===== config.mk =====
export PLATFORM = sky130hd
export DESIGN_NAME = sys_array_scheduler
export DESIGN_NICKNAME = d
export VERILOG_FILES = /design/src/rtl/sys_array_pkg.sv /design/src/rtl/rr_arbiter.sv /design/src/rtl/sys_array_scheduler.sv
export SDC_FILE = /design/constraint.sdc
export NUM_CORES = 1
export LEC_CHECK = 0
export CAP_MARGIN = 20
export CORE_MARGIN = 4
export CORE_UTILIZATION = 52
export DETAILED_ROUTE_END_ITERATION = 7
export GPL_TIMING_DRIVEN = 0
export PLACE_DENSITY = 0.78
export SLEW_MARGIN = 10
export SYNTH_ARGS = -nofsm -noshare
export SYNTH_HDL_FRONTEND = slang
export SYNTH_HIERARCHICAL = 1
export SYNTH_SLANG_ARGS = --single-unit

===== constraint.sdc =====
create_clock -name clk -period 2.1 [get_ports clk]
set_clock_uncertainty 0.1 [all_clocks]
set_input_delay 0.42 -clock clk [delete_from_list [all_inputs] [get_ports clk]]
set_output_delay 0.42 -clock clk [all_outputs]
set_load 0.02 [all_outputs]

===== src/rtl/sys_array_pkg.sv =====
// sys_array_pkg: shared scheduler state encoding and sizing helper.
package sys_array_pkg;
  typedef enum logic [2:0] {S_IDLE, S_LOAD, S_START, S_MASK, S_WAIT, S_DONE, S_ERR} sched_state_t;
  function automatic int clog2_min1(input int n);
    return (n <= 2) ? 1 : $clog2(n);
  endfunction
endpackage


===== src/rtl/rr_arbiter.sv =====
// rr_arbiter: combinational round-robin pick of the first request at or after ptr.
module rr_arbiter #(
  parameter int N = 2,
  parameter int W = 1
) (
  input  logic [N-1:0] req,
  input  logic [W-1:0] ptr,
  output logic [N-1:0] gnt_onehot,
  output logic [W-1:0] gnt_idx,
  output logic         any
);
  int   j;
  logic found;
  always_comb begin
    gnt_onehot = '0;
    gnt_idx = '0;
    found = 1'b0;
    j = 0;
    for (int i = 0; i < N; i++) begin
      j = (int'(ptr) + i) % N;
      if (!found && req[j[W-1:0]]) begin
        found = 1'b1;
        gnt_idx = j[W-1:0];
        gnt_onehot[j[W-1:0]] = 1'b1;
      end
    end
  end
  assign any = |req;
endmodule


===== src/rtl/sys_array_scheduler.sv =====
// sys_array_scheduler: round-robin sharing of one fetcher, with weight-reuse tracking and WAIT timeout.
module sys_array_scheduler
  import sys_array_pkg::*;
#(
  parameter int N_REQ      = 2,
  parameter int READY_MASK = 2,
  parameter int TIMEOUT    = 1024
) (
  input  logic                           clk,
  input  logic                           reset,
  input  logic [N_REQ-1:0]               req,
  input  logic [N_REQ-1:0]               reuse_w,
  output logic [N_REQ-1:0]               grant,
  output logic [clog2_min1(N_REQ)-1:0]   sel,
  output logic [N_REQ-1:0]               done,
  output logic [N_REQ-1:0]               err,
  output logic                           busy,
  output logic                           fa_weights_load,
  output logic                           fa_start_comp,
  input  logic                           fa_ready
);
  localparam int SW = clog2_min1(N_REQ);
  localparam int CW = $clog2(TIMEOUT + READY_MASK + 1);
  sched_state_t     r_state, w_next;
  logic [N_REQ-1:0] r_grant, w_gnt;
  logic [SW-1:0]    r_sel, r_ptr, r_owner, w_idx;
  logic             r_wvalid, w_any, w_reuse, w_mask_end, w_tmo;
  logic [CW-1:0]    r_cnt;
  rr_arbiter #(.N(N_REQ), .W(SW)) u_arb (
    .req        (req),
    .ptr        (r_ptr),
    .gnt_onehot (w_gnt),
    .gnt_idx    (w_idx),
    .any        (w_any)
  );
  assign w_reuse    = reuse_w[w_idx] && r_wvalid && (r_owner == w_idx);
  assign w_mask_end = r_cnt == CW'(READY_MASK - 1);
  assign w_tmo      = r_cnt == CW'(TIMEOUT - 1);
  always_comb begin
    w_next = r_state;
    case (r_state)
      S_IDLE:  w_next = w_any ? (w_reuse ? S_START : S_LOAD) : S_IDLE;
      S_LOAD:  w_next = S_START;
      S_START: w_next = (READY_MASK == 0) ? S_WAIT : S_MASK;
      S_MASK:  w_next = w_mask_end ? S_WAIT : S_MASK;
      S_WAIT:  w_next = fa_ready ? S_DONE : (w_tmo ? S_ERR : S_WAIT);
      default: w_next = S_IDLE;
    endcase
  end
  // r_cnt is shared: counts the mask window, then restarts for the WAIT timeout
  always_ff @(posedge clk) begin
    if (reset) begin
      r_state  <= S_IDLE;
      r_grant  <= '0;
      r_sel    <= '0;
      r_ptr    <= '0;
      r_owner  <= '0;
      r_wvalid <= 1'b0;
      r_cnt    <= '0;
    end else begin
      r_state <= w_next;
      if (r_state == S_IDLE && w_any) begin
        r_grant <= w_gnt;
        r_sel   <= w_idx;
        r_ptr   <= (w_idx == SW'(N_REQ - 1)) ? '0 : w_idx + 1'b1;
      end
      if (r_state == S_DONE || r_state == S_ERR) r_grant <= '0;
      if (r_state == S_LOAD) begin
        r_owner  <= r_sel;
        r_wvalid <= 1'b1;
      end
      if (r_state == S_ERR) r_wvalid <= 1'b0;
      r_cnt <= (r_state == S_START || (r_state == S_MASK && w_mask_end)) ? '0 : r_cnt + 1'b1;
    end
  end
  assign grant           = r_grant;
  assign sel             = r_sel;
  assign done            = (r_state == S_DONE) ? r_grant : '0;
  assign err             = (r_state == S_ERR) ? r_grant : '0;
  assign busy            = r_state != S_IDLE;
  assign fa_weights_load = r_state == S_LOAD;
  assign fa_start_comp   = r_state == S_START;
endmodule


==> metrics, run 1 <==
status complete, no violations; final std cells w/o fill 163; DRT iter0 DRCs 21; max_slew headroom 72.5%; Pwr Total 1.06 mW; Num CTS Buffers 3; Seq/Total Area, Yosys 37.1%; GPL Wtd Cong 0.798; Sum Neg Setup Slack 0 ns; crit-path cells nor2b_1 > and3_1 > dlygate4sd2_1; Hold Slack 0.400 ns; Sink Count 20; CP Capture Type output pin; Data arrival, critical path 1.48 ns; max incr delay on CP 0.42 ns; final setup vio count 0; vias per inst 5.35; Finished Cell Area 1310 µm²; Post-synth EDFFs 0; crit share post-route 95.3%; Cell Pwr Density 810 nW/µm²; synth warn 6; Max Root-Sink Buffers 2; asr flop ratio synth 0%; mean area per synthesized cell 9.23 µm²; synthesized flop and latch total 20; final core utilization 66.6%; Leakage 0.517 nW; Max-Cap Viols 0; CTS H-tree depth 1; final hold viol count 0; First-pass DRT Iterations 4; DRC errors left 0; Main synth FF type dfxtp_1; Worst Path Max Fanout 5; routed len/inst 12.3 µm; pin count of the biggest net entering global routing 12; Final WS setup 0.0991 ns; dpl hpwl 1530 µm; post-synth top area share 37.1%; Vias 872; Nets 146; Initial Util 55.0%; I/O pins 17; Rows 16; Synth area leaders dfxtp_1 (37%), nor2_2 (5.8%), xnor2_1 (4.9%); max-slew violation count 0; unrepaired setup endpoints after global routing no; hold crit path type reg -> reg; Clock Tree Root clkbuf_4; top post-synthesis cells by count dfxtp_1 (20), nor2_1 (10), nor2_2 (10), nor2b_1 (8); first-pass GRT wire length 3700 µm; Fillers 197; die height 53.6 µm; Die ar. 2870 µm²; Total GRT Usage 17.5%; initial antenna violation count 0; Worst VDD drop 0.672 mV; die width 53.6 µm; clk_lat worst skew 0.30 ns; vias in the first global route 875; share of cells above drive strength 1 23.5%; Slew @ Worst Pin 0.411 ns; min cycle time layout 2.00 ns; dpl cells 160; post-synth cell types 39; Placed Area 1270 µm²; CTS tree built; top-count cell post-synth dfxtp_1; register clock-pin slew on the reported worst setup and hold paths 0.11 ns; slowest CP cell dfxtp_1; area leader, netlist dfxtp_1; Cell Area, Synth 1080 µm²; post-route ant nets 0; cts hold-fix bufs 0; gr ovfl total 0; cells after synthesis 117; final WL 2000 µm; CP startpoint kind flip-flop; syn nets 126; ANT cells 0; DP Worst Slack -0.194 ns; Setup CP Type reg -> out; Achievable Freq 0.500 GHz; Area Overhead vs Synth 21.0%; Worst EP required 1.58 ns; # port buffers 16; core area 1960 µm²
[worst paths after layout]
check | startpoint | to | slack, ns | cells past startpoint
worst min register to register | r_cnt[0] | r_cnt[0] | 0.40 | 1
worst max-delay path | r_state[0] | done[0] | 0.1 | 3
worst min-delay path | r_cnt[0] | r_cnt[0] | 0.40 | 1
worst max register to register | r_cnt[0] | r_cnt[8] | 0.18 | 6
[power by group]
| group | switching [mW] | total, mW | internal [mW] |
|---|---|---|---|
| clock network | 0.114 | 0.219 | 0.106 |
| logic | 0.188 | 0.367 | 0.179 |
| registers | 0.0477 | 0.471 | 0.424 |
[per-layer routing]
metal	global-route usage, %	up-vias	part of all wire [%]
met1	22.4	410	49
met3	3.32	2	5.2
met4	7.66	0	0.90
met5	0	-	0
met2	28.4	17	45
li1	-	443	-
[cells by family after synthesis]
kind of cell    after synthesis  synth area share, %
compound gates               16                 11.7
xor+xnor                     10                 8.11
fa+ha+maj                     2                 2.32
buf+inv                       8                 4.52
flops                        20                 37.1
mux                           4                 3.71
simple gates                 57                 32.6
[worst max-delay path, delay by kind of cell (launching register included)]
family,cells,cell delay (ns)
flops,1,0.42
simple gates,2,0.44
buf+inv,1,0.33
[layout by cell type, fill, tap and decap left out, types with 6 or more instances in the layout]
cell	synthesis	final
nor2_2	10	10
nor2b_1	8	7
dfxtp_1	20	18
nor2_1	10	10
nand3_1	6	6
xnor2_1	6	6
clkdlybuf4s50_1	0	9
[flip-flops by register name (all words and copies together), names as in the netlist]
| name | count |
|---|---|
| r_owner | 1 |
| sel | 1 |
| r_cnt | 11 |
| r_wvalid | 1 |
| r_ptr | 1 |
| r_state | 3 |
| grant | 2 |
[cell type report]
cell class	instances	area, µm²	share of cell area (%)
inverters	2	7.51	0.575
plain buffers	5	42.5	3.26
flip-flops and latches	20	405	31.0
multi-input cells	89	638	48.9
clock buffers	4	36.3	2.78
repair buffers	16	143	10.9
well taps	27	33.8	2.59
[what timing repair did]
item	CTS	global route
hold endpoints to repair	0	0
gates resized for setup	15	9
setup endpoints to repair	7	5
setup buffers	0	0
Note: power is estimated with default switching activity, not from simulation.
==> inputs of run 2 (changes only) <==
--- a/config.mk
+++ b/config.mk
@@ -6,11 +6,12 @@
 export NUM_CORES = 1
 export LEC_CHECK = 0
 export CAP_MARGIN = 20
+export CORE_ASPECT_RATIO = 1.75
 export CORE_MARGIN = 4
-export CORE_UTILIZATION = 52
+export CORE_UTILIZATION = 35
 export DETAILED_ROUTE_END_ITERATION = 7
 export GPL_TIMING_DRIVEN = 0
-export PLACE_DENSITY = 0.78
+export PLACE_DENSITY = 0.56
 export SLEW_MARGIN = 10
 export SYNTH_ARGS = -nofsm -noshare
 export SYNTH_HDL_FRONTEND = slang
==> run 2 against run 1 <==
Net effect:
- non-clock buffer count did not move
- combinational power increased by 2%
- cell count increased by 0.61%
- critical path type unchanged
- utilization shrank 21 points
- critical endpoint is now busy
- critical path depth stayed put
- clock power increased by 75%
- maximum frequency shrank 0.39%
- die area rose by 42%
- sequential power hardly changed
==> metrics, run 2 (synthesis results as in run 1) <==
crit share post-route 95.7%; clk_lat worst skew 0.26 ns; Initial Util 36.9%; Max Root-Sink Buffers 2; # port buffers 16; CP startpoint kind flip-flop; Total GRT Usage 12.7%; Worst VDD drop 0.515 mV; Area Overhead vs Synth 24.8%; Most flops, register r_cnt; Worst Path Max Fanout 10; final hold viol count 0; Hold Slack 0.380 ns; Final WS setup 0.0913 ns; Cell Pwr Density 911 nW/µm²; CP Capture Type output pin; first-pass GRT wire length 4040 µm; hold crit path type reg -> reg; max layer used met4; Setup CP Type reg -> out; Slew @ Worst Pin 0.450 ns; Clock power frac 31.2%; Num CTS Buffers 3; most common cell after layout, fill and taps aside dfxtp_1; I/O pins 17; DRT iter0 DRCs 24; final core utilization 46.0%; Logic pwr share 30.4%; final setup vio count 0; Max-Cap Viols 0; cts hold-fix bufs 0; dpl hpwl 1740 µm; CTS tree built; die height 81.5 µm; Leakage 0.548 nW; most frequent cells in the layout dfxtp_1 (18), nor2_1 (10), nor2_2 (10); die width 50.0 µm; share of cells above drive strength 1 22.8%; Rows 26; vias in the first global route 900; met2 routed WL 1280 µm; max-slew violation count 0; WL met1 828 µm; core area 2930 µm²; cell-internal power 0.864 mW; final WL 2190 µm; Psw 0.364 mW; min cycle time layout 2.01 ns; gr ovfl total 0; R2R depth 6; FF-to-FF setup slack 0.22 ns; First-pass DRT Iterations 4; unrepaired setup endpoints after global routing no; Vias 854; Data arrival, critical path 1.49 ns; vias per inst 5.21; register clock-pin slew on the reported worst setup and hold paths 0.08 ns; GPL Wtd Cong 0.751; Achievable Freq 0.498 GHz; DRC errors left 0; max_slew headroom 69.9%; initial antenna violation count 0; ANT cells 0; Clock Tree Root clkbuf_8; Flop pwr share 38.4%; Sink Count 20; CTS H-tree depth 1; Nets 146; post-route ant nets 0; Die ar. 4070 µm²; DP Worst Slack -0.213 ns; Largest register FFs 11; Post-CTS Setup Bufs 0; Worst EP required 1.58 ns; routed len/inst 13.3 µm; Sum Neg Setup Slack 0 ns; metal3 WL 67 µm; pin count of the biggest net entering global routing 13; fraction of power spent switching nets 29.7%; hold depth 1; status complete, no violations
[run 2: metal layers]
metal	up-vias	global-route usage (%)
met2	15	24.3
li1	442	-
met1	395	13.1
met4	0	4.99
met5	-	0
met3	2	2.72
[run 2: path summary, 6_finish.rpt]
check	startpoint	end
setup / recovery	r_state[0]	busy
hold / removal	r_cnt[0]	r_cnt[0]
hold reg to reg	r_cnt[0]	r_cnt[0]
setup reg to reg	r_cnt[0]	r_cnt[8]
[run 2: repair_timing]
action,CTS,global route
gates resized for setup,11,8
setup endpoints to repair,7,4
endpoints found under the hold margin,0,0
[run 2: critical path, stage by stage, from the launching register on]
cell and delay [ns]:
dfxtp_1 0.36, clkbuf_2 0.20, or3_1 0.36, dlygate4sd2_1 0.32
[run 2: final cells by class]
| class | count | area, µm² |
|---|---|---|
| plain buffers | 5 | 42.5 |
| clock buffers | 3 | 41.3 |
| clock inverters | 1 | 30.0 |
| fillers | 305 | 1580 |
| inverters | 2 | 7.51 |
| multi-input cells | 89 | 641 |
| flip-flops and latches | 20 | 403 |
| well taps | 28 | 35.0 |
| repair buffers | 16 | 148 |
[run 2: power groups by stage]
stage | logic, mW | registers [mW] | clock network, mW
CTS | 0.377 | 0.471 | 0.396
global route | 0.415 | 0.480 | 0.415
global placement | 0.390 | 0.467 | 0
detailed placement | 0.393 | 0.469 | 0
floorplan | 0.280 | 0.470 | 0
finish | 0.373 | 0.471 | 0.384
[run 2: metrics by stage]
stage,instance area (µm²),total power [mW],instances
finish,1350,1.23,164
global route,1350,1.31,164
CTS,1340,1.24,164
detailed placement,1270,0.863,161
global placement,1270,0.858,161
floorplan,1080,0.749,117
